<file path="config.mk">
export PLATFORM = sky130hd
export DESIGN_NAME = uart_tx_buffered_flat
export DESIGN_NICKNAME = d
export VERILOG_FILES = /design/src/rtl/uart_pkg.sv /design/src/rtl/uart_tx_buffered_if.sv /design/src/rtl/uart_tx_fifo.sv /design/src/rtl/uart_tx_buffered.sv /design/src/flat_wrapper.sv
export SDC_FILE = /design/constraint.sdc
export NUM_CORES = 1
export LEC_CHECK = 0
export ABC_AREA = 1
export ABC_CLOCK_PERIOD_IN_PS = 2800
export BUFFER_PORTS_ARGS = -buffer_cell sky130_fd_sc_hd__buf_2
export CORE_MARGIN = 2
export CORE_UTILIZATION = 60
export CTS_CLUSTER_SIZE = 24
export DETAILED_ROUTE_END_ITERATION = 8
export PLACE_DENSITY = 0.91
export SLEW_MARGIN = 0
export SYNTH_ARGS = -nofsm -noshare
export SYNTH_HDL_FRONTEND = slang
export SYNTH_SLANG_ARGS = --single-unit
export TNS_END_PERCENT = 50
</file>
<file path="constraint.sdc">
create_clock -name clk -period 2.8 [get_ports clk]
set_clock_uncertainty 0.1 [all_clocks]
set_input_delay 0.28 -clock clk [delete_from_list [all_inputs] [get_ports clk]]
set_output_delay 0.28 -clock clk [all_outputs]
set_load 0.02 [all_outputs]
</file>
<file path="src/rtl/uart_pkg.sv">
// Shared definitions for the buffered 8N1 UART transmitter: FSM state encoding and frame constants.
package uart_pkg;

    typedef enum logic [1:0] {
        IDLE  = 2'd0,
        START = 2'd1,
        DATA  = 2'd2,
        STOP  = 2'd3
    } tx_state_t;

    localparam int   DATA_BITS = 8;
    localparam logic START_BIT = 1'b0;
    localparam logic STOP_BIT  = 1'b1;

endpackage

</file>
<file path="src/rtl/uart_tx_buffered_if.sv">
// Byte write channel into the UART transmitter: valid/ready handshake with 8-bit payload.
interface uart_tx_buffered_if;
    import uart_pkg::*;

    logic [DATA_BITS-1:0] wr_data;
    logic                 wr_valid;
    logic                 wr_ready;

    modport master (output wr_data, output wr_valid, input wr_ready);
    modport slave  (input wr_data, input wr_valid, output wr_ready);

endinterface

</file>
<file path="src/rtl/uart_tx_fifo.sv">
// Synchronous byte FIFO sitting in front of the transmitter shift register.
module uart_tx_fifo #(
    parameter int DEPTH_LOG2 = 4,
    parameter int WIDTH      = 8
) (
    input  logic                  clk,
    input  logic                  rstn,
    input  logic                  push,
    input  logic [WIDTH-1:0]      push_data,
    input  logic                  pop,
    output logic [WIDTH-1:0]      pop_data,
    output logic                  full,
    output logic                  empty,
    output logic [DEPTH_LOG2:0]   count
);

    localparam int DEPTH = 1 << DEPTH_LOG2;

    logic [WIDTH-1:0]      mem [DEPTH];
    logic [DEPTH_LOG2-1:0] wr_ptr;
    logic [DEPTH_LOG2-1:0] rd_ptr;
    logic                  do_push;
    logic                  do_pop;

    // Full is taken from the registered count, so a push into a full FIFO is refused even if a pop happens the same cycle.
    assign full     = (count == (DEPTH_LOG2+1)'(DEPTH));
    assign empty    = (count == '0);
    assign do_push  = push && !full;
    assign do_pop   = pop && !empty;
    assign pop_data = mem[rd_ptr];

    always_ff @(posedge clk) begin
        if (!rstn) begin
            wr_ptr <= '0;
            rd_ptr <= '0;
            count  <= '0;
        end else begin
            if (do_push) begin
                wr_ptr <= wr_ptr + 1'b1;
            end
            if (do_pop) begin
                rd_ptr <= rd_ptr + 1'b1;
            end
            case ({do_push, do_pop})
                2'b10:   count <= count + 1'b1;
                2'b01:   count <= count - 1'b1;
                default: count <= count;
            endcase
        end
    end

    always_ff @(posedge clk) begin
        if (do_push) begin
            mem[wr_ptr] <= push_data;
        end
    end

endmodule

</file>
<file path="src/rtl/uart_tx_buffered.sv">
// Buffered 8N1 UART transmitter, LSB first, frames sent back to back with no idle gap.
// Define UART_TX_FIFO_EN to place a 2**FIFO_DEPTH_LOG2 byte FIFO in front of the shift register.
module uart_tx_buffered
    import uart_pkg::*;
#(
    parameter int CLK_PER_HALF_BIT = 434,
    parameter int FIFO_DEPTH_LOG2  = 4
) (
    input  logic                 clk,
    input  logic                 rstn,
    uart_tx_buffered_if.slave    wr,
    output logic                 txd,
    output logic                 busy,
    output logic                 tx_done
);

    localparam int BIT_CLKS = 2 * CLK_PER_HALF_BIT;
    localparam int CW       = $clog2(BIT_CLKS);
    localparam int IW       = $clog2(DATA_BITS);

    tx_state_t            state;
    tx_state_t            state_next;
    logic [CW-1:0]        cnt;
    logic                 tick;
    logic                 load;
    logic                 avail;
    logic                 pending;
    logic [DATA_BITS-1:0] load_data;
    logic [DATA_BITS-1:0] shift;
    logic [IW-1:0]        bit_idx;

`ifdef UART_TX_FIFO_EN
    logic                     fifo_full;
    logic                     fifo_empty;
    logic [FIFO_DEPTH_LOG2:0] fifo_count;

    uart_tx_fifo #(
        .DEPTH_LOG2 (FIFO_DEPTH_LOG2),
        .WIDTH      (DATA_BITS)
    ) u_fifo (
        .clk       (clk),
        .rstn      (rstn),
        .push      (wr.wr_valid),
        .push_data (wr.wr_data),
        .pop       (load),
        .pop_data  (load_data),
        .full      (fifo_full),
        .empty     (fifo_empty),
        .count     (fifo_count)
    );

    assign wr.wr_ready = !fifo_full;
    assign avail       = !fifo_empty;
    assign pending     = (fifo_count != '0);
`else
    logic                 hold_valid;
    logic [DATA_BITS-1:0] hold_data;

    // An idle transmitter takes the incoming byte straight into the shift register; only a byte
    // arriving while a frame is running is parked in the holding register.
    assign wr.wr_ready = !hold_valid;
    assign avail       = hold_valid || wr.wr_valid;
    assign load_data   = hold_valid ? hold_data : wr.wr_data;
    assign pending     = hold_valid;

    always_ff @(posedge clk) begin
        if (!rstn) begin
            hold_valid <= 1'b0;
        end else if (hold_valid) begin
            if (load) begin
                hold_valid <= 1'b0;
            end
        end else if (wr.wr_valid && !load) begin
            hold_valid <= 1'b1;
        end
    end

    always_ff @(posedge clk) begin
        if (wr.wr_valid && !hold_valid) begin
            hold_data <= wr.wr_data;
        end
    end
`endif

    assign tick = (cnt == CW'(BIT_CLKS - 1));
    assign busy = (state != IDLE) || pending;

    always_ff @(posedge clk) begin
        if (!rstn) begin
            state <= IDLE;
        end else begin
            state <= state_next;
        end
    end

    // A stop-bit tick with another byte ready goes straight to START so frames abut.
    always_comb begin
        state_next = state;
        load       = 1'b0;
        tx_done    = 1'b0;
        case (state)
            IDLE: begin
                if (avail) begin
                    load       = 1'b1;
                    state_next = START;
                end
            end
            START: begin
                if (tick) begin
                    state_next = DATA;
                end
            end
            DATA: begin
                if (tick && (bit_idx == IW'(DATA_BITS - 1))) begin
                    state_next = STOP;
                end
            end
            STOP: begin
                if (tick) begin
                    tx_done = 1'b1;
                    if (avail) begin
                        load       = 1'b1;
                        state_next = START;
                    end else begin
                        state_next = IDLE;
                    end
                end
            end
            default: state_next = IDLE;
        endcase
    end

    always_ff @(posedge clk) begin
        if (!rstn) begin
            cnt <= '0;
        end else if (load || (state == IDLE) || tick) begin
            cnt <= '0;
        end else begin
            cnt <= cnt + 1'b1;
        end
    end

    // txd is driven one bit ahead from the shift register so the line changes on the tick edge.
    always_ff @(posedge clk) begin
        if (!rstn) begin
            txd     <= STOP_BIT;
            shift   <= '0;
            bit_idx <= '0;
        end else if (load) begin
            shift   <= load_data;
            txd     <= START_BIT;
            bit_idx <= '0;
        end else if (tick) begin
            case (state)
                START: txd <= shift[0];
                DATA: begin
                    if (bit_idx == IW'(DATA_BITS - 1)) begin
                        txd <= STOP_BIT;
                    end else begin
                        txd     <= shift[1];
                        shift   <= shift >> 1;
                        bit_idx <= bit_idx + 1'b1;
                    end
                end
                STOP:    txd <= STOP_BIT;
                default: txd <= STOP_BIT;
            endcase
        end
    end

endmodule
</file>
<file path="src/flat_wrapper.sv">
// flat-port wrapper written by rule: the top's interface ports become plain ports
module uart_tx_buffered_flat import uart_pkg::*;
#(
    parameter int CLK_PER_HALF_BIT = 434,
    parameter int FIFO_DEPTH_LOG2  = 4
)
  (clk, rstn, txd, busy, tx_done, wr_wr_data, wr_wr_valid, wr_wr_ready);
  uart_tx_buffered_if wr_i ();
  input  logic clk;
  input  logic rstn;
  output logic txd;
  output logic busy;
  output logic tx_done;
  input wire logic [$bits(wr_i.wr_data)-1:0] wr_wr_data;
  input wire logic [$bits(wr_i.wr_valid)-1:0] wr_wr_valid;
  output wire logic [$bits(wr_i.wr_ready)-1:0] wr_wr_ready;
  assign wr_i.wr_data = wr_wr_data;
  assign wr_i.wr_valid = wr_wr_valid;
  assign wr_wr_ready = wr_i.wr_ready;
  uart_tx_buffered #(.CLK_PER_HALF_BIT(CLK_PER_HALF_BIT), .FIFO_DEPTH_LOG2(FIFO_DEPTH_LOG2)) u_core (.clk(clk), .rstn(rstn), .wr(wr_i), .txd(txd), .busy(busy), .tx_done(tx_done));
endmodule
</file>
# After elaboration in Yosys (flattened, before gate mapping)
# Cells that the tools add are included.
[op_classes] muxes=23 n_lt_le_gt_ge=0 n_shift=0 multipliers=0 n_bitwise=2 add_sub_neg=2 n_reduce_logical=18 div_mod_pow=0 eq_ne=10
[ops] op="$mux 8" count=5
[ops] op="$mux 1" count=11
[ops] op="$add 10x1->10 const B" count=1
[ops] op="$eq 10x10->1 const B" count=1
[ops] op="$ne 2x1->1 const B" count=5
[ops] op="$mux 2" count=4
[ops] op="$pmux 2 s4" count=1
[ops] op="$reduce_and 3->1" count=2
[ops] op="$reduce_bool 2->1" count=3
[ops] op="$eq 2x2->1 const B" count=2
[ops] op="$logic_or 1x1->1" count=4
[ops] op="$pmux 1 s2" count=2
[ops] op="$reduce_and 4->1" count=1
[ops] op="$reduce_or 2->1" count=2
[ops] op="$add 3x1->3 const B" count=1
[ops] op="$eq 3x3->1 const B" count=1
[ops] op="$logic_and 1x1->1" count=3
[ops] op="$eq 2x1->1 const B" count=1
[ops] op="$logic_not 1->1" count=2
[ops] op="$logic_not 2->1" count=1
[ops] op="$not 1->1" count=2
[totals] latch_bits=0 output_inout_bits=4 ram_bits=0 n_memories=0 ff_bits=33 rom_bits=0

# Longest topological paths before layout
# Gate-level depths: netlist of run 1.
[depth] ltp_word=8 mapped_depth=10

# Worst setup path after synthesis of run 1
# No wires, ideal clock.
[synth_timing] path_kind="register to register" startpoint="register u_core.state[0]" endpoint="register u_core.txd" required_time_ns=2.580 arrival_time_ns=1.378 synth_period_minus_slack_ns=1.598 path_slack_ns=1.202 path_stages_with_launch=8 path_buffers=1 path_cell_list="dfxtp_1 inv_1 ha_1 nor2_8 nand2_8 buf_6 nand3_1 nand3_1"
[synth_via] elab_chain_cells=4 elab_cells_between_ends=9 cone_classes="3 x eq/ne; 4 x mux; 2 x reduce/logical"
[synth_rtl] item="from (decl)" line_no="uart_tx_buffered.sv:21" source="tx_state_t state;"
[synth_rtl] item="from (signal assigned)" line_no="uart_tx_buffered.sv:92" source="state <= state_next;"
[synth_rtl] item="$eq 2x2->1 / $eq 2x1->1 (equally long branches)" line_no="uart_tx_buffered.sv:154" source="case (state)"
[synth_rtl] item="$pmux 1 s2" line_no="uart_tx_buffered.sv:154"
[synth_rtl] item="$mux 1" line_no="uart_tx_buffered.sv:153" source="end else if (tick) begin"
[synth_rtl] item="$mux 1" line_no="uart_tx_buffered.sv:149" source="end else if (load) begin"
[synth_rtl] item="to (signal assigned)" line_no="uart_tx_buffered.sv:155" source="START: txd <= shift[0];"
[synth_rtl] item="to (signal assigned)" line_no="uart_tx_buffered.sv:160" source="txd <= shift[1];"
[synth_rtl] item="to (decl)" line_no="uart_tx_buffered.sv:12" source="output logic txd,"
# Several ways; a longest one is shown, not always the timed one. The select of a mux whose other input is x is not followed.
# A chain may end at the register's enable or synchronous reset.

# Final worst setup path of run 1
[layout_timing] startpoint="register u_core.bit_idx[0]" endpoint="register u_core.bit_idx[0]"
[layout_via] elab_chain_cells=3 elab_cells_between_ends=4 cone_classes="1 x add/sub; 1 x eq/ne; 1 x bitwise; 1 x reduce/logical"
[layout_rtl] item="from (decl)" line_no="uart_tx_buffered.sv:30" source="logic [IW-1:0] bit_idx;"
[layout_rtl] item="from (signal assigned)" line_no="uart_tx_buffered.sv:162" source="bit_idx <= bit_idx + 1'b1;"
[layout_rtl] item="$eq 3x3->1" line_no="uart_tx_buffered.sv:157" source="if (bit_idx == IW'(DATA_BITS - 1)) begin"
[layout_rtl] item="$not 1->1 (no line)"
[layout_rtl] item="$reduce_and 3->1 (no line)"
# Several ways; a longest one is shown, not always the timed one.

==> results of run 1 <==
-- cell families (layout without fill, tap and decap cells) --
kind of cell / count (synthesis) / after routing / synth area share (%)
buffers and inverters: 22 / 40 / 6.61
muxes: 7 / 7 / 4.16
xor gates and xnor gates: 3 / 3 / 1.56
AOI/OAI and AO/OA: 20 / 20 / 6.09
adders and majority gates: 8 / 8 / 5.94
and+or+nand+nor: 101 / 101 / 31.7
DFF: 33 / 33 / 44.0
-- critical path, cell delays in order, from the launching register on --
cell and delay [ns]:
dfxtp_1 0.34, ha_1 0.20, ha_1 0.22, nor2_2 0.32
nand2_1 0.32, xor2_1 0.23, nor2_1 0.10
-- metal layers --
layer / track usage [%] / vias to the layer above / part of all wire [%]
li1: - / 685 / -
met1: 25.7 / 611 / 44
met2: 35.0 / 23 / 49
met3: 7.03 / 8 / 4.1
met4: 9.63 / 0 / 2.3
met5: 0 / - / 0
-- final timing paths --
path	from	endpoint	cells after the start
setup / recovery	u_core.bit_idx[0]$_SDFFE_PP0P_	u_core.bit_idx[0]$_SDFFE_PP0P_	6
hold reg to reg	u_core.cnt[0]$_SDFF_PP0_	u_core.cnt[0]$_SDFF_PP0_	1
hold / removal	wr_wr_data[6]	u_core.hold_data[6]$_DFFE_PP_	1
setup reg to reg	u_core.bit_idx[0]$_SDFFE_PP0P_	u_core.bit_idx[0]$_SDFFE_PP0P_	6
-- Yosys cell counts (3+ instances only) --
cell type	n
nand2_2	4
dfxtp_1	25
a21oi_1	17
nand3_1	36
ha_1	8
edfxtp_1	8
buf_6	3
nand2_1	33
mux2i_1	7
inv_1	12
nor2_1	10
inv_2	4
-- power by group --
group,switching (mW),internal [mW]
Clock,0.154,0.100
Sequential,0.0711,0.578
Combinational,0.429,0.240
-- flip-flops by register name (all words and copies together), names as in the netlist --
signal / count
u_core.state: 2
u_core.hold_valid: 1
u_core.txd: 1
u_core.cnt: 10
u_core.bit_idx: 3
u_core.shift: 8
u_core.hold_data: 8
-- area by class of cell --
type,count,area (sq um),area share (%)
Multi-Input combinational cell,139,832,46.2
Tap cell,31,38.8,2.15
Timing Repair Buffer,14,70.1,3.89
Sequential cell,33,741,41.1
Inverter,18,70.1,3.89
Clock buffer,8,48.8,2.71
-- cell usage in the layout (no fill, tap or decap), types with 3 or more instances in the layout --
| cell type | instances |
|---|---|
| a21oi_1 | 17 |
| buf_2 | 14 |
| clkbuf_1 | 3 |
| clkbuf_4 | 5 |
| dfxtp_1 | 25 |
| edfxtp_1 | 8 |
| ha_1 | 8 |
| inv_1 | 12 |
| inv_2 | 4 |
| mux2i_1 | 7 |
| nand2_1 | 33 |
| nand2_2 | 4 |
| nand3_1 | 36 |
| nor2_1 | 10 |
==> results by group, run 1 <==
GRT
  – Vias in the first global route: 1,280
  – Global-route wire length before repair: 5.33 mm
  – Pin count of the biggest net entering global routing: 19
  – Antenna violations before repair: 0
  – Total GRT Usage: 21.4%
  – Gr ovfl total: 0

Floorplan
  – Core area: 2710 sq um
  – Row count: 19
  – Ports: 15
  – Die Area: 3250 sq um
  – Die X: 57.0 um
  – Die Span Y: 57.0 um
  – Initial core utilization: 62.1%

Worst setup path
  – WP data arrival: 2.05 ns
  – Crit path required time: 2.97 ns
  – Crit-path max FO: 11
  – Setup crit start kind: flip-flop
  – Endpoint class of the critical path: flip-flop
  – Critical path class: flip-flop to flip-flop
  – R2R setup slack: 0.92 ns

Placed design
  – Placed insts: 235
  – RePlAce Congestion: 0.828
  – Dpl ws: 0.953 ns
  – PortBufs: 14
  – Placed inst area: 1750 sq um
  – Post-DP HPWL: 2.25 mm

Synthesis
  – Net Count, Synth: 213
  – Average size of a mapped cell: 8.68 sq um
  – Mapped Area: 1680 sq um
  – Area contributors post-synth: dfxtp_1, edfxtp_1, nand3_1
  – Post-synth EDFFs: 8
  – Synth area leader: dfxtp_1
  – Synth cell types: 33
  – Post-synthesis sequential area ratio: 44.0%
  – Synth warnings: 0
  – Synthesized flop and latch total: 33
  – Top cell type's share of synthesized area: 29.7%
  – Post-synth ARST share: 0%
  – Main synth FF type: dfxtp_1
  – Mapped Cells: 194

Timing
  – Final hold slack: 0.0306 ns
  – Tmin final: 1.88 ns
  – Fmax: 531 MHz
  – Final setup margin: 0.917 ns
  – Pins Over Slew Limit: 0
  – Slew headroom: 56.9%
  – Hold Vio Cnt, Final: 0
  – RSZ-0062 raised after global routing: false
  – Final period utilization: 67.3%
  – Final setup violation count: 0
  – Worst Tran Pin Value: 0.644 ns
  – Final setup TNS: 0 ns

Layout
  – Number of inserted diodes: 0
  – Post-route cell area: 1800 sq um
  – Fill cell count: 224
  – Layout Nets: 230
  – Area growth syn-to-layout: 6.91%
  – Fin cells: 243
  – Core Util, Final: 66.4%
  – Layout cells sized above 1: 17.9%

Route
  – Antenna-violating nets left: 0
  – Routed length per placed instance: 12.5 um
  – Drc violations: 0
  – Vias after detailed routing: 1,327
  – DRT Pass-1 Iters: 4
  – Initial drt markers: 38
  – Total Wirelength: 3.03 mm
  – Avg Vias per Cell: 5.46

Clocking
  – Max H-tree Level: 2
  – Postcts setup bufs: 0
  – CTS clk-pin slew, worst paths: 0.10 ns
  – Cts hold-fix bufs: 0
  – Latest clock arrival within the worst-skew pair: 0.33 ns
  – PostCTS Resize Cnt: 0
  – Clk root buf: clkbuf_4
  – Clock Path Buffers: 2
  – CTS Buf Count: 5
  – Sinks on Clock Net: 33
  – TritonCTS clock tree: done

Pwr
  – VDD IR max: 0.771 mV
  – Total power: 1.57 mW
  – Leak: 0.749 nW
  – Power per cell area: 873 nW/um^2

Min path
  – Worst hold path class: input port to flip-flop

Job
  – Maxcap violations: 0

Status
  – Status: finished clean
No activity file was read; power rests on OpenSTA's default activity.
==> run 2, diff against run 1 <==
ABC_AREA = 0   (was 1)
ABC_CLOCK_PERIOD_IN_PS = 1900   (was 2800)
CORE_UTILIZATION = 57   (was 60)
PLACE_DENSITY = 0.88   (was 0.91)
clock period = 1.9 ns   (was 2.8 ns; I/O delays follow)
==> run 2 against run 1 <==
Compared with the run above:
- the run now ends with negative setup slack left
- register-to-register slack worse by 1.1 ns
- total power up 95%
- clock-buffer cell count down 3
- synthesized cell count down 21%
- via count up 11%
- first-iteration DRC count rose to 2.8 times the previous value
==> results by group, run 2 <==
Status
  – Status: finished, violations left
  – Failing checks: negative setup slack

Route
  – Routed length per placed instance: 21.8 um (+74%)
  – Antenna-violating nets left: 0 (unchanged)
  – Initial drt markers: 105 (+180%)
  – Drc violations: 0 (unchanged)
  – Avg Vias per Cell: 6.26 (+15%)
  – Vias after detailed routing: 1,471 (+11%)
  – DRT Pass-1 Iters: 4 (unchanged)
  – Total Wirelength: 5.11 mm (+69%)

Synthesis
  – Most instantiated library cell after synthesis: dfxtp_1
  – Area contributors post-synth: dfxtp_1, edfxtp_1, ha_1
  – Post-synth ARST share: 0% (unchanged)
  – Mapped Area: 1620 sq um (-4.1%)
  – Synth cell types: 37 (+12%)
  – Net Count, Synth: 172 (-19%)
  – Post-synth EDFFs: 8 (unchanged)
  – Mapped Cells: 153 (-21%)
  – Main synth FF type: dfxtp_1
  – Post-synthesis sequential area ratio: 45.9% (+1.9 points)
  – Average size of a mapped cell: 10.6 sq um (+22%)
  – Synth warnings: 0 (unchanged)
  – Top cell type's share of synthesized area: 31.0% (+1.3 points)
  – Synthesized flop and latch total: 33 (unchanged)
  – Synth area leader: dfxtp_1
  – Post-synth top cells: dfxtp_1, nor2_1, mux2i_1

Layout
  – Top reg by flops: u_core.cnt
  – Fill cell count: 130 (-42%)
  – Regs by FF count: u_core.cnt (10), u_core.hold_data (8), u_core.shift (8)
  – Max reg flops: 10 (unchanged)
  – Most common cell after layout, fill and taps aside: dfxtp_1
  – Number of inserted diodes: 0 (unchanged)
  – Layout Nets: 222 (-3.5%)
  – Fin cells: 235 (-3.3%)
  – Core Util, Final: 82.8% (+16 points)
  – Post-route cell area: 2260 sq um (+26%)
  – Area growth syn-to-layout: 40.2%
  – Layout cells sized above 1: 40.7% (+23 points)
  – Most frequent cells in the layout: dfxtp_1, buf_4, nor2_1

Clocking
  – Clk root buf: clkbuf_4
  – CTS clk-pin slew, worst paths: 0.12 ns (+0.02 ns)
  – Clock Path Buffers: 2 (unchanged)
  – TritonCTS clock tree: done
  – Sinks on Clock Net: 33 (unchanged)
  – Latest clock arrival within the worst-skew pair: 0.35 ns (+0.02 ns)
  – CTS Buf Count: 5 (unchanged)
  – Max H-tree Level: 2 (unchanged)

Worst setup path
  – Launching point of the worst reg2reg path: u_core.state[1]$_SDFFE_PN0P_
  – Crit-path max FO: 7 (-4)
  – WP data arrival: 2.27 ns (+0.22 ns)
  – Worst setup startpoint: u_core.state[1]$_SDFFE_PN0P_
  – Crit path required time: 2.07 ns (-0.90 ns)
  – Critical path class: flip-flop to flip-flop
  – Setup crit start kind: flip-flop
  – Endpoint class of the critical path: flip-flop

Min path
  – Hold Startpoint: wr_wr_valid
  – Worst hold path class: input port to flip-flop

Timing
  – RSZ-0062 raised after global routing: true
  – Hold Vio Cnt, Final: 0 (unchanged)
  – Final period utilization: 111% (+44 points)
  – Worst Tran Pin Value: 0.447 ns (-0.198 ns)
  – Tmin final: 2.10 ns (+0.222 ns)
  – Pins Over Slew Limit: 0 (unchanged)
  – Final setup violation count: 16 (+16)
  – Final setup margin: -0.205 ns (-1.12 ns)
  – Slew headroom: 70.0% (+13 points)
  – Fmax: 475 MHz (-11%)

Floorplan
  – Core area: 2730 sq um (+0.88%)
  – Die Area: 3280 sq um (+0.90%)
  – Row count: 19 (unchanged)
  – Die Span Y: 57.2 um (+0.45%)
  – Ports: 15 (unchanged)
  – Die X: 57.2 um (+0.45%)
  – Initial core utilization: 59.1% (-3.1 points)

GRT
  – Total GRT Usage: 33.5% (+12 points)
  – Global-route wire length before repair: 8.03 mm (+51%)
  – Antenna violations before repair: 0 (unchanged)
  – Vias in the first global route: 1,563 (+22%)
  – Gr ovfl total: 0 (unchanged)
  – Pin count of the biggest net entering global routing: 18 (-1)

Placed design
  – Post-DP HPWL: 2.77 mm (+23%)
  – PortBufs: 14 (unchanged)
  – RePlAce Congestion: 0.873 (+5.5%)
  – Placed inst area: 1880 sq um (+7.5%)
  – Placed insts: 215 (-8.5%)
  – Dpl ws: -0.226 ns (-1.18 ns)

Pwr
  – Leak: 0.806 nW (+7.5%)
  – Power per cell area: 1360 nW/um^2 (+55%)
  – VDD IR max: 1.06 mV (+38%)

Job
  – Maxcap violations: 0 (unchanged)
[run 2: worst paths after layout]
kind,end,slack [ns],cells past startpoint
max reg2reg,u_core.shift[5]$_SDFFE_PN0P_,-0.20,5
min reg2reg,u_core.cnt[0]$_SDFF_PP0_,0.45,2
max,u_core.shift[5]$_SDFFE_PN0P_,-0.20,5
min,u_core.hold_data[3]$_DFFE_PP_,0.22,2
[run 2: timing repair]
item                                   CTS  global route
setup buffers                            1             1
gates resized for setup                 19            13
gates cloned                             0             1
hold buffers                             9             0
setup endpoints to repair               16            26
pin swaps                               14             3
endpoints found under the hold margin    9             0
[run 2: worst max-delay path, cell delays in order, from the launching register on]
cell,delay (ns)
dfxtp_4,0.39
ha_4,0.13
or4b_4,0.47
o31a_1,0.36
or2_4,0.32
a211oi_2,0.25
[run 2: metrics by stage]
step	hold slack, ns	setup TNS (ns)	power (mW)
after global routing	0.213	-2.98	3.19
after floorplan	0.166	-0.0159	1.68
after detailed placement	0.283	-2.10	2.04
after CTS	0.184	-1.73	2.86
final	0.216	-2.23	3.07
after global placement	0.278	-0.849	1.95
[run 2: final cells by class]
type	count	area, sq um	share of cell area [%]
multi-input cells	109	1020	45.1
flip-flops and latches	33	746	32.9
repair buffers	48	353	15.6
clock inverters	3	46.3	2.04
clock buffers	5	37.5	1.66
well taps	31	38.8	1.71
inverters	6	22.5	0.994
[run 2: logic make-up after synthesis]
kind of cell	synth area share (%)
AND/OR/NAND/NOR	18.3
adder cells (fa/ha/maj)	6.20
AO/OA/AOI/OAI	13.9
flip-flops	45.9
XOR/XNOR	4.88
multiplexers	6.20
buffers and inverters	4.65
[run 2: report_power, final]
group	leakage [nW]	switching [mW]	internal, mW
combinational	0.482	0.833	0.694
clock	0.0414	0.283	0.278
sequential	0.282	0.114	0.869
total	0.806	1.23	1.84
[run 2: layer usage]
metal  GRT usage, %  vias to the layer above  wire length, um
li1               -                      662                -
met1           37.4                      692             1920
met2           58.6                       92             2550
met3           11.6                       25              406
met4           13.0                        0              231
met5              0                        -                0
